### src/rtl/hazard_ctrl.sv
// Pipeline hazard controller: load-use bubbles, branch redirect/flush,
// instruction/data memory wait handling and a saturating stall counter.
module hazard_ctrl (
  input  logic        clk,
  input  logic        reset,
  input  logic [4:0]  id_rs1,
  input  logic [4:0]  id_rs2,
  input  logic        id_use_rs1,
  input  logic        id_use_rs2,
  input  logic        ex_mem_read,
  input  logic [4:0]  ex_rd,
  input  logic        ex_branch_taken,
  input  logic [31:0] ex_branch_target,
  input  logic [31:0] pc_plus4,
  input  logic        imem_ready,
  input  logic        dmem_ready,
  output logic [31:0] pc_next,
  output logic        stall,
  output logic        ifid_stall,
  output logic        ifid_flush,
  output logic        idex_flush,
  output logic        pipe_freeze,
  output logic [1:0]  state,
  output logic [15:0] stall_cycles
);

  typedef enum logic [1:0] {
    RUN      = 2'b00,
    FLUSH    = 2'b01,
    MEM_WAIT = 2'b10
  } state_e;

  state_e      state_q, state_d;
  logic        pend_q, pend_d;
  logic [15:0] cnt_q;
  logic        lu;
  logic        flush_mode;

  assign lu = ex_mem_read & (ex_rd != 5'd0) &
              ((id_use_rs1 & (id_rs1 == ex_rd)) |
               (id_use_rs2 & (id_rs2 == ex_rd)));

  // A FLUSH-bound exit from MEM_WAIT still owes the wrong-path discard.
  assign flush_mode = (state_q == FLUSH) |
                      ((state_q == MEM_WAIT) & pend_q);

  always_comb begin
    pc_next     = pc_plus4;
    stall       = 1'b0;
    ifid_stall  = 1'b0;
    ifid_flush  = 1'b0;
    idex_flush  = 1'b0;
    pipe_freeze = 1'b0;
    state_d     = state_q;
    pend_d      = pend_q;
    if (reset) begin
      state_d = RUN;
      pend_d  = 1'b0;
    end else if (!dmem_ready) begin
      stall       = 1'b1;
      ifid_stall  = 1'b1;
      pipe_freeze = 1'b1;
      state_d     = MEM_WAIT;
      if (state_q == FLUSH)
        pend_d = 1'b1;
      else if (state_q == RUN)
        pend_d = 1'b0;
    end else begin
      pend_d = 1'b0;
      if (flush_mode) begin
        ifid_flush = 1'b1;
        stall      = ~imem_ready;
        state_d    = (state_q == MEM_WAIT) ? FLUSH : RUN;
      end else begin
        state_d = RUN;
        if (ex_branch_taken) begin
          pc_next    = ex_branch_target;
          ifid_flush = 1'b1;
          idex_flush = 1'b1;
          state_d    = FLUSH;
        end else if (lu) begin
          stall      = 1'b1;
          ifid_stall = 1'b1;
          idex_flush = 1'b1;
        end else if (!imem_ready) begin
          stall      = 1'b1;
          ifid_flush = 1'b1;
        end
      end
    end
  end

  always_ff @(posedge clk or posedge reset) begin
    if (reset) begin
      state_q <= RUN;
      pend_q  <= 1'b0;
      cnt_q   <= 16'd0;
    end else begin
      state_q <= state_d;
      pend_q  <= pend_d;
      if (stall && (cnt_q != 16'hFFFF))
        cnt_q <= cnt_q + 16'd1;
    end
  end

  assign state        = state_q;
  assign stall_cycles = cnt_q;

endmodule

### config.mk
export PLATFORM = sky130hd
export DESIGN_NAME = hazard_ctrl
export DESIGN_NICKNAME = d
export VERILOG_FILES = /design/src/rtl/hazard_ctrl.sv
export SDC_FILE = /design/constraint.sdc
export NUM_CORES = 1
export LEC_CHECK = 0
export BUFFER_PORTS_ARGS = -buffer_cell sky130_fd_sc_hd__buf_2
export CAP_MARGIN = 20
export CELL_PAD_IN_SITES_DETAIL_PLACEMENT = 1
export CELL_PAD_IN_SITES_GLOBAL_PLACEMENT = 2
export CORE_ASPECT_RATIO = 0.7
export CORE_MARGIN = 2
export CORE_UTILIZATION = 21
export CTS_CLUSTER_SIZE = 14
export DETAILED_ROUTE_END_ITERATION = 16
export GPL_TIMING_DRIVEN = 0
export HOLD_SLACK_MARGIN = 0.12
export PLACE_DENSITY = 0.93
export SLEW_MARGIN = 20
export SYNTH_ARGS = -nofsm -noshare
export SYNTH_HDL_FRONTEND = slang
export SYNTH_SLANG_ARGS = --single-unit
### constraint.sdc
create_clock -name clk -period 3.4 [get_ports clk]
set_clock_uncertainty 0.05 [all_clocks]
set_input_delay 0.17 -clock clk [delete_from_list [all_inputs] [get_ports clk]]
set_output_delay 0.17 -clock clk [all_outputs]
set_load 0.005 [all_outputs]
==> results of run 1 <==
## cell type report
cell class / instances / area, um^2
fillers: 888 / 4810
multi-input cells: 119 / 1050
repair buffers: 143 / 726
flip-flops and latches: 19 / 475
well taps: 98 / 123
plain buffers: 5 / 42.5
clock buffers: 3 / 41.3
inverters: 4 / 15.0
clock inverters: 1 / 5.00
## path summary, 6_finish.rpt
kind / startpoint / end
setup / recovery: state[1] / pc_next[9]
hold / removal: reset / stall_cycles[7]
setup reg to reg: stall_cycles[0] / stall_cycles[11]
hold reg to reg: stall_cycles[12] / stall_cycles[12]
max in group asynchronous: reset / stall_cycles[14]
min in group clk: ex_branch_taken / state[0]
## per-layer routing
| layer | part of all wire [%] | vias to the layer above |
|---|---|---|
| li1 | - | 824 |
| met1 | 41 | 806 |
| met2 | 48 | 80 |
| met3 | 9.3 | 10 |
| met4 | 1.6 | 2 |
| met5 | 0.22 | - |
## critical path, stage by stage, from the launching register on
cell and delay [ps]:
dfrtp_1 370, nand2_1 100, o21ai_0 360, nor2_1 130
nand2_1 180, buf_2 280, mux2_2 370, buf_2 130
## through the flow
stage / area, um^2 / total power (uW)
floorplan: 1580 / 449
global route: 2470 / 801
global placement: 2410 / 589
finish: 2470 / 751
CTS: 2470 / 766
detailed placement: 2410 / 600
## cells in the final DEF (no fill, tap or decap), drive strengths merged
master / synthesis / final
o21a: 1 / 1
a41oi: 1 / 1
ha: 1 / 1
a211o: 1 / 1
nand2b: 1 / 1
and2b: 1 / 1
o21ba: 1 / 1
o21ai: 2 / 2
mux2: 33 / 33
inv: 4 / 4
a21oi: 3 / 3
o22ai: 1 / 1
nand4: 4 / 4
dfrtp: 19 / 19
nand3: 11 / 11
nand3b: 1 / 1
buf: 5 / 146
or4: 1 / 1
and3: 10 / 10
nor2: 6 / 6
nand2: 7 / 7
and4: 2 / 2
nor3: 1 / 1
dlygate4sd3: 0 / 2
o311a: 1 / 1
a21boi: 1 / 1
clkbuf: 0 / 3
xnor2: 24 / 24
clkinv: 0 / 1
and2: 2 / 2
a31oi: 2 / 2
## flip-flops by register name, summed over array words and instances, names as in the netlist
| name | cells |
|---|---|
| state | 2 |
| stall_cycles | 16 |
| pend_q | 1 |
## cells by family (layout without fill, tap and decap cells)
| group | after synthesis | after routing | synth area share [%] |
|---|---|---|---|
| AND/OR/NAND/NOR | 47 | 47 | 19.4 |
| buffers and inverters | 9 | 156 | 3.64 |
| flip-flops | 19 | 19 | 30.1 |
| XOR/XNOR | 24 | 24 | 13.3 |
| multiplexers | 33 | 33 | 23.5 |
| AO/OA/AOI/OAI | 14 | 14 | 9.26 |
| adder cells (fa/ha/maj) | 1 | 1 | 0.792 |
## report_power, final
group	internal (uW)	switching, uW	total (uW)
logic	167	120	287
registers	264	40.9	305
clock network	81.6	77.5	159
total	513	238	751
==> key figures, run 1 <==
Clocking
  • Worst-path clk slew: 70 ps
  • Sink Count: 19
  • Hold_buf cts: 2
  • Total CTS buffers: 3
  • Total setup buffers inserted after CTS: 0
  • Worst-Skew Late Latency: 260 ps
  • Root Driver: clkbuf_8
  • Clock Path Buffers: 2
  • CTS tree: done
  • Post-cts repair resize count: 0
  • H-Tree Depth: 1

Floorplan
  • Die width: 108 um
  • Initial Util: 21.7%
  • Core Rows: 26
  • Core area: 7290 um^2
  • Die ar.: 8250 um^2
  • I/O Pins: 142
  • Chip height: 76.6 um

GRT
  • Met1 Use GR: 15.0%
  • Largest net degree at the start of global routing: 24
  • Number of global-route vias before repair: 1746
  • Global route total overflow: 0
  • Global-route wire length before repair: 8.73 mm
  • Met3 Use GR: 4.53%
  • Initial antenna violation count: 1
  • Most used routing layer: met2
  • Grt met2 use: 24.0%
  • GRT Resource Usage Total: 13.2%

Finish
  • Post-route insts no fill: 392
  • Syn-to-layout area delta: 56.6%
  • Layout net count: 383
  • Fraction of layout cells with a size suffix above 1: 68.0%
  • ANT cells: 0
  • Fin util: 34.0%

Detailed routing
  • Via count: 1722
  • Vias per cell: 4.39
  • DRC Markers: 0
  • Drt wl/cell: 15.2 um
  • Final wirelength: 5.95 mm
  • 1st-iter DRT viols: 54
  • Antenna Nets Post-Route: 0
  • TritonRoute pass-1 iters: 4

Setup path
  • Crit end category: output pin
  • CP max FO: 10
  • Startpoint Class: flip-flop
  • Req. time, crit path: 3180 ps
  • CP arrival: 2190 ps
  • Worst reg2reg path depth: 8
  • Crit Path Class: flip-flop to output pin
  • FF-to-FF setup slack: 1310 ps

Power and ir drop
  • Pwr/cell area: 304 nW/um^2
  • Leakage: 0.00126 uW
  • Peak VDD IR: 0.212 mV

Synthesis
  • Post-synth net total: 235
  • Synth Flop Type: dfrtp_1
  • Gate Count Post-Synth: 147
  • Synth Warn #: 0
  • Yosys reg bits: 19
  • Largest area contributor in the netlist: dfrtp_1
  • Most frequent cell after synthesis: mux2_2
  • Ranking of synthesized cells by area: dfrtp_1 (30%), mux2_2 (24%), xnor2_1 (13%)
  • Post-synthesis cell area: 1580 um^2
  • Most common library cells after synthesis: mux2_2 (33), xnor2_1 (24), dfrtp_1 (19), and3_1 (10), nand3_2 (9)
  • Ys async rst share: 100%
  • Synth top area share: 30.1%
  • Mean Syn Cell Area: 10.8 um^2
  • Sequential-to-total area share from yosys stat: 30.1%
  • Netlist cell types: 33
  • EDFF count, synth: 0

Run status
  • Status: finished clean

Timing
  • Worst hold slack: 109 ps
  • Final WS setup: 988 ps
  • Worst rel slew slack: 38.2%
  • Slew Limit Fails: 0
  • Final setup viols: 0
  • RSZ-0062 raised after global routing: false
  • Final Hold Fails: 0
  • Setup TNS: 0 ps
  • Final worst-path cycle share: 70.9%
  • Worst slew pin tran: 927 ps
  • Fmax: 0.415 GHz
  • Minimum clock period: 2410 ps

Placement
  • RePlAce Congestion: 0.740
  • Port Buf Inserts: 141
  • Placed cell count: 386
  • DP Wirelength: 5.02 mm
  • Placement Setup Slack: 951 ps

Run
  • Number of max-cap violations: 0

Min path
  • Hold Path Class: input pin to async pin
(Power assumes the default switching activity.)
==> run 2: changes to the inputs <==
--- a/config.mk
+++ b/config.mk
@@ -11,12 +11,12 @@
 export CELL_PAD_IN_SITES_GLOBAL_PLACEMENT = 2
 export CORE_ASPECT_RATIO = 0.7
 export CORE_MARGIN = 2
-export CORE_UTILIZATION = 21
+export CORE_UTILIZATION = 20
 export CTS_CLUSTER_SIZE = 14
 export DETAILED_ROUTE_END_ITERATION = 16
 export GPL_TIMING_DRIVEN = 0
 export HOLD_SLACK_MARGIN = 0.12
-export PLACE_DENSITY = 0.93
+export PLACE_DENSITY = 0.9
 export SLEW_MARGIN = 20
 export SYNTH_ARGS = -nofsm -noshare
 export SYNTH_HDL_FRONTEND = slang
==> constraint.sdc (replaced) <==
create_clock -name clk -period 2.5 [get_ports clk]
set_clock_uncertainty 0.05 [all_clocks]
set_input_delay 0.125 -clock clk [delete_from_list [all_inputs] [get_ports clk]]
set_output_delay 0.125 -clock clk [all_outputs]
set_load 0.005 [all_outputs]
==> run 2 against run 1 <==
Effect of this change: final cell count up 1.0%; total power increased by 52%; wire length decreased by 3.7%; die area grew 4.8%; sequential cell count unchanged; global-route usage is 0.62 points lower; clock power is 100% higher; worst hold slack gained 74 ps; critical path type unchanged; largest cell class unchanged.
==> key figures, run 2 (synthesis gave the netlist of run 1 again) <==
Min path
  • Hold Path Class: input pin to flip-flop
  • Start point of the worst min-delay path: ex_branch_taken
  • Hold depth: 3
  • WHS Endpoint: state[0]

Setup path
  • Crit Path Class: flip-flop to output pin
  • Startpoint Class: flip-flop
  • Launch point of the worst reg-to-reg path: stall_cycles[0]
  • RR Endpoint: stall_cycles[11]
  • Req. time, crit path: 2330 ps (-850 ps)
  • Crit end category: output pin
  • FF-to-FF setup slack: 430 ps (-880 ps)
  • CP arrival: 2100 ps (-90 ps)
  • Worst reg2reg path depth: 8 (unchanged)
  • CP max FO: 10 (unchanged)

Detailed routing
  • DRC Markers: 0 (unchanged)
  • Via count: 1717 (-0.29%)
  • Antenna Nets Post-Route: 0 (unchanged)
  • TritonRoute pass-1 iters: 4 (unchanged)
  • Final wirelength: 5.73 mm (-3.7%)
  • 1st-iter DRT viols: 32 (-41%)
  • Vias per cell: 4.34 (-1.3%)
  • Drt wl/cell: 14.5 um (-4.7%)

Placement
  • Placement Setup Slack: 122 ps (-829 ps)
  • Port Buf Inserts: 141 (unchanged)
  • DP Wirelength: 4.86 mm (-3.2%)
  • Area after DPL: 2410 um^2 (+0.16%)
  • RePlAce Congestion: 0.723 (-2.3%)

Finish
  • ANT cells: 0 (unchanged)
  • Max reg flops: 16 (unchanged)
  • Fraction of layout cells with a size suffix above 1: 67.8% (-0.23 points)
  • Most common cell after layout, fill and taps aside: buf_2
  • Area occupied by multi-input gates: 1050 um^2 (unchanged)
  • # fillers: 946 (+6.5%)
  • Sequential Area: 475 um^2 (unchanged)
  • Commonest cells after routing, fill and taps aside: buf_2 (144), mux2_2 (33), xnor2_1 (24)
  • Layout net count: 384 (+0.26%)
  • Syn-to-layout area delta: 59.6%
  • Post-route cell area: 2520 um^2 (+1.9%)

Clocking
  • Sink Count: 19 (unchanged)
  • H-Tree Depth: 1 (unchanged)
  • Root Driver: clkbuf_16
  • Worst-Skew Late Latency: 250 ps (about the same)
  • Worst-path clk slew: 50 ps (-20 ps)
  • CTS tree: done
  • Total CTS buffers: 3 (unchanged)
  • Total setup buffers inserted after CTS: 0 (unchanged)
  • Clock Path Buffers: 2 (unchanged)

GRT
  • Global-route wire length before repair: 8.51 mm (-2.5%)
  • Largest net degree at the start of global routing: 20 (-17%)
  • Global route total overflow: 0 (unchanged)
  • GRT Resource Usage Total: 12.6% (-0.62 points)
  • Initial antenna violation count: 0 (-1)
  • Number of global-route vias before repair: 1768 (+1.3%)

Run status
  • Status: finished clean

Timing
  • Worst slew pin tran: 888 ps (-38.3 ps)
  • Slew Limit Fails: 0 (unchanged)
  • Final setup viols: 0 (unchanged)
  • Final Hold Fails: 0 (unchanged)
  • Final WS setup: 222 ps (-766 ps)
  • Setup TNS: 0 ps (unchanged)
  • RSZ-0062 raised after global routing: false
  • Minimum clock period: 2280 ps
  • Worst rel slew slack: 40.6% (+2.4 points)
  • Fmax: 0.439 GHz
  • Final worst-path cycle share: 91.1%

Floorplan
  • Core Rows: 27 (+3.8%)
  • Initial Util: 20.3% (-1.3 points)
  • I/O Pins: 142 (unchanged)
  • Die ar.: 8640 um^2 (+4.8%)
  • Die width: 110 um (+2.4%)
  • Core area: 7770 um^2 (+6.6%)
  • Chip height: 78.4 um (+2.3%)

Run
  • Number of max-cap violations: 0 (unchanged)

Power and ir drop
  • Peak VDD IR: 0.309 mV (+46%)
  • Pwr/cell area: 451 nW/um^2 (+49%)
  • Leakage: 0.00128 uW (+1.6%)
==> run 2: changes by cell type in the layout (fill, tap and decap cells not counted), sizes merged <==
cell and delta:
dlygate4sd3 +1
==> run 2: timing repair <==
item / in CTS / in global routing
endpoints found under the setup margin: 0 / 30
gates resized for setup: 0 / 1
hold buffers: 3 / 0
endpoints found under the hold margin: 20 / 0
==> run 2: cell type report <==
| cell class | instances | share of cell area [%] |
|---|---|---|
| plain buffers | 5 | 1.69 |
| multi-input cells | 119 | 41.5 |
| inverters | 4 | 0.595 |
| repair buffers | 144 | 29.2 |
| flip-flops and latches | 19 | 18.8 |
| clock inverters | 1 | 0.198 |
| well taps | 101 | 5.01 |
| clock buffers | 3 | 2.98 |
==> run 2: worst max-delay path by stage <==
stage                   from               to  slack [ps]
floorplan           state[1]  stall_cycles[1]         650
CTS                 state[1]       pc_next[2]          30
finish              state[1]       pc_next[2]         220
global route        state[1]      pc_next[18]          40
detailed placement     reset       pc_next[2]         120
global placement       reset       pc_next[2]         160
==> run 2: routing by layer <==
metal	up-vias	track usage, %	part of all wire [%]	wire, um
met4	0	1.00	0	0
li1	828	-	-	-
met5	-	0	0	0
met2	69	25.0	52	2970
met1	820	13.8	40	2270
met3	0	2.91	8.5	485
==> run 2: critical path, stage by stage (launching register included) <==
cell	delay (ps)
dfrtp_1	380
nand2_1	100
o21ai_1	280
nor2_1	110
nand2_1	200
buf_2	280
mux2_2	370
buf_2	130
==> run 2: through the flow <==
stage,total power (uW),utilization [%],cells,hold WS [ps]
3_5_place_dp,821,31.0,389,313
2_1_floorplan,611,-,147,81.6
3_3_place_gp,805,31.0,389,321
4_1_cts,1160,32.5,396,182
5_1_grt,1220,32.5,396,192
6_report,1140,32.5,396,183
==> run 2: power by group <==
group | total (uW) | internal [uW] | switching, uW
Clock | 325 | 214 | 110
Sequential | 425 | 360 | 65.0
Combinational | 389 | 228 | 161
Total | 1140 | 802 | 336
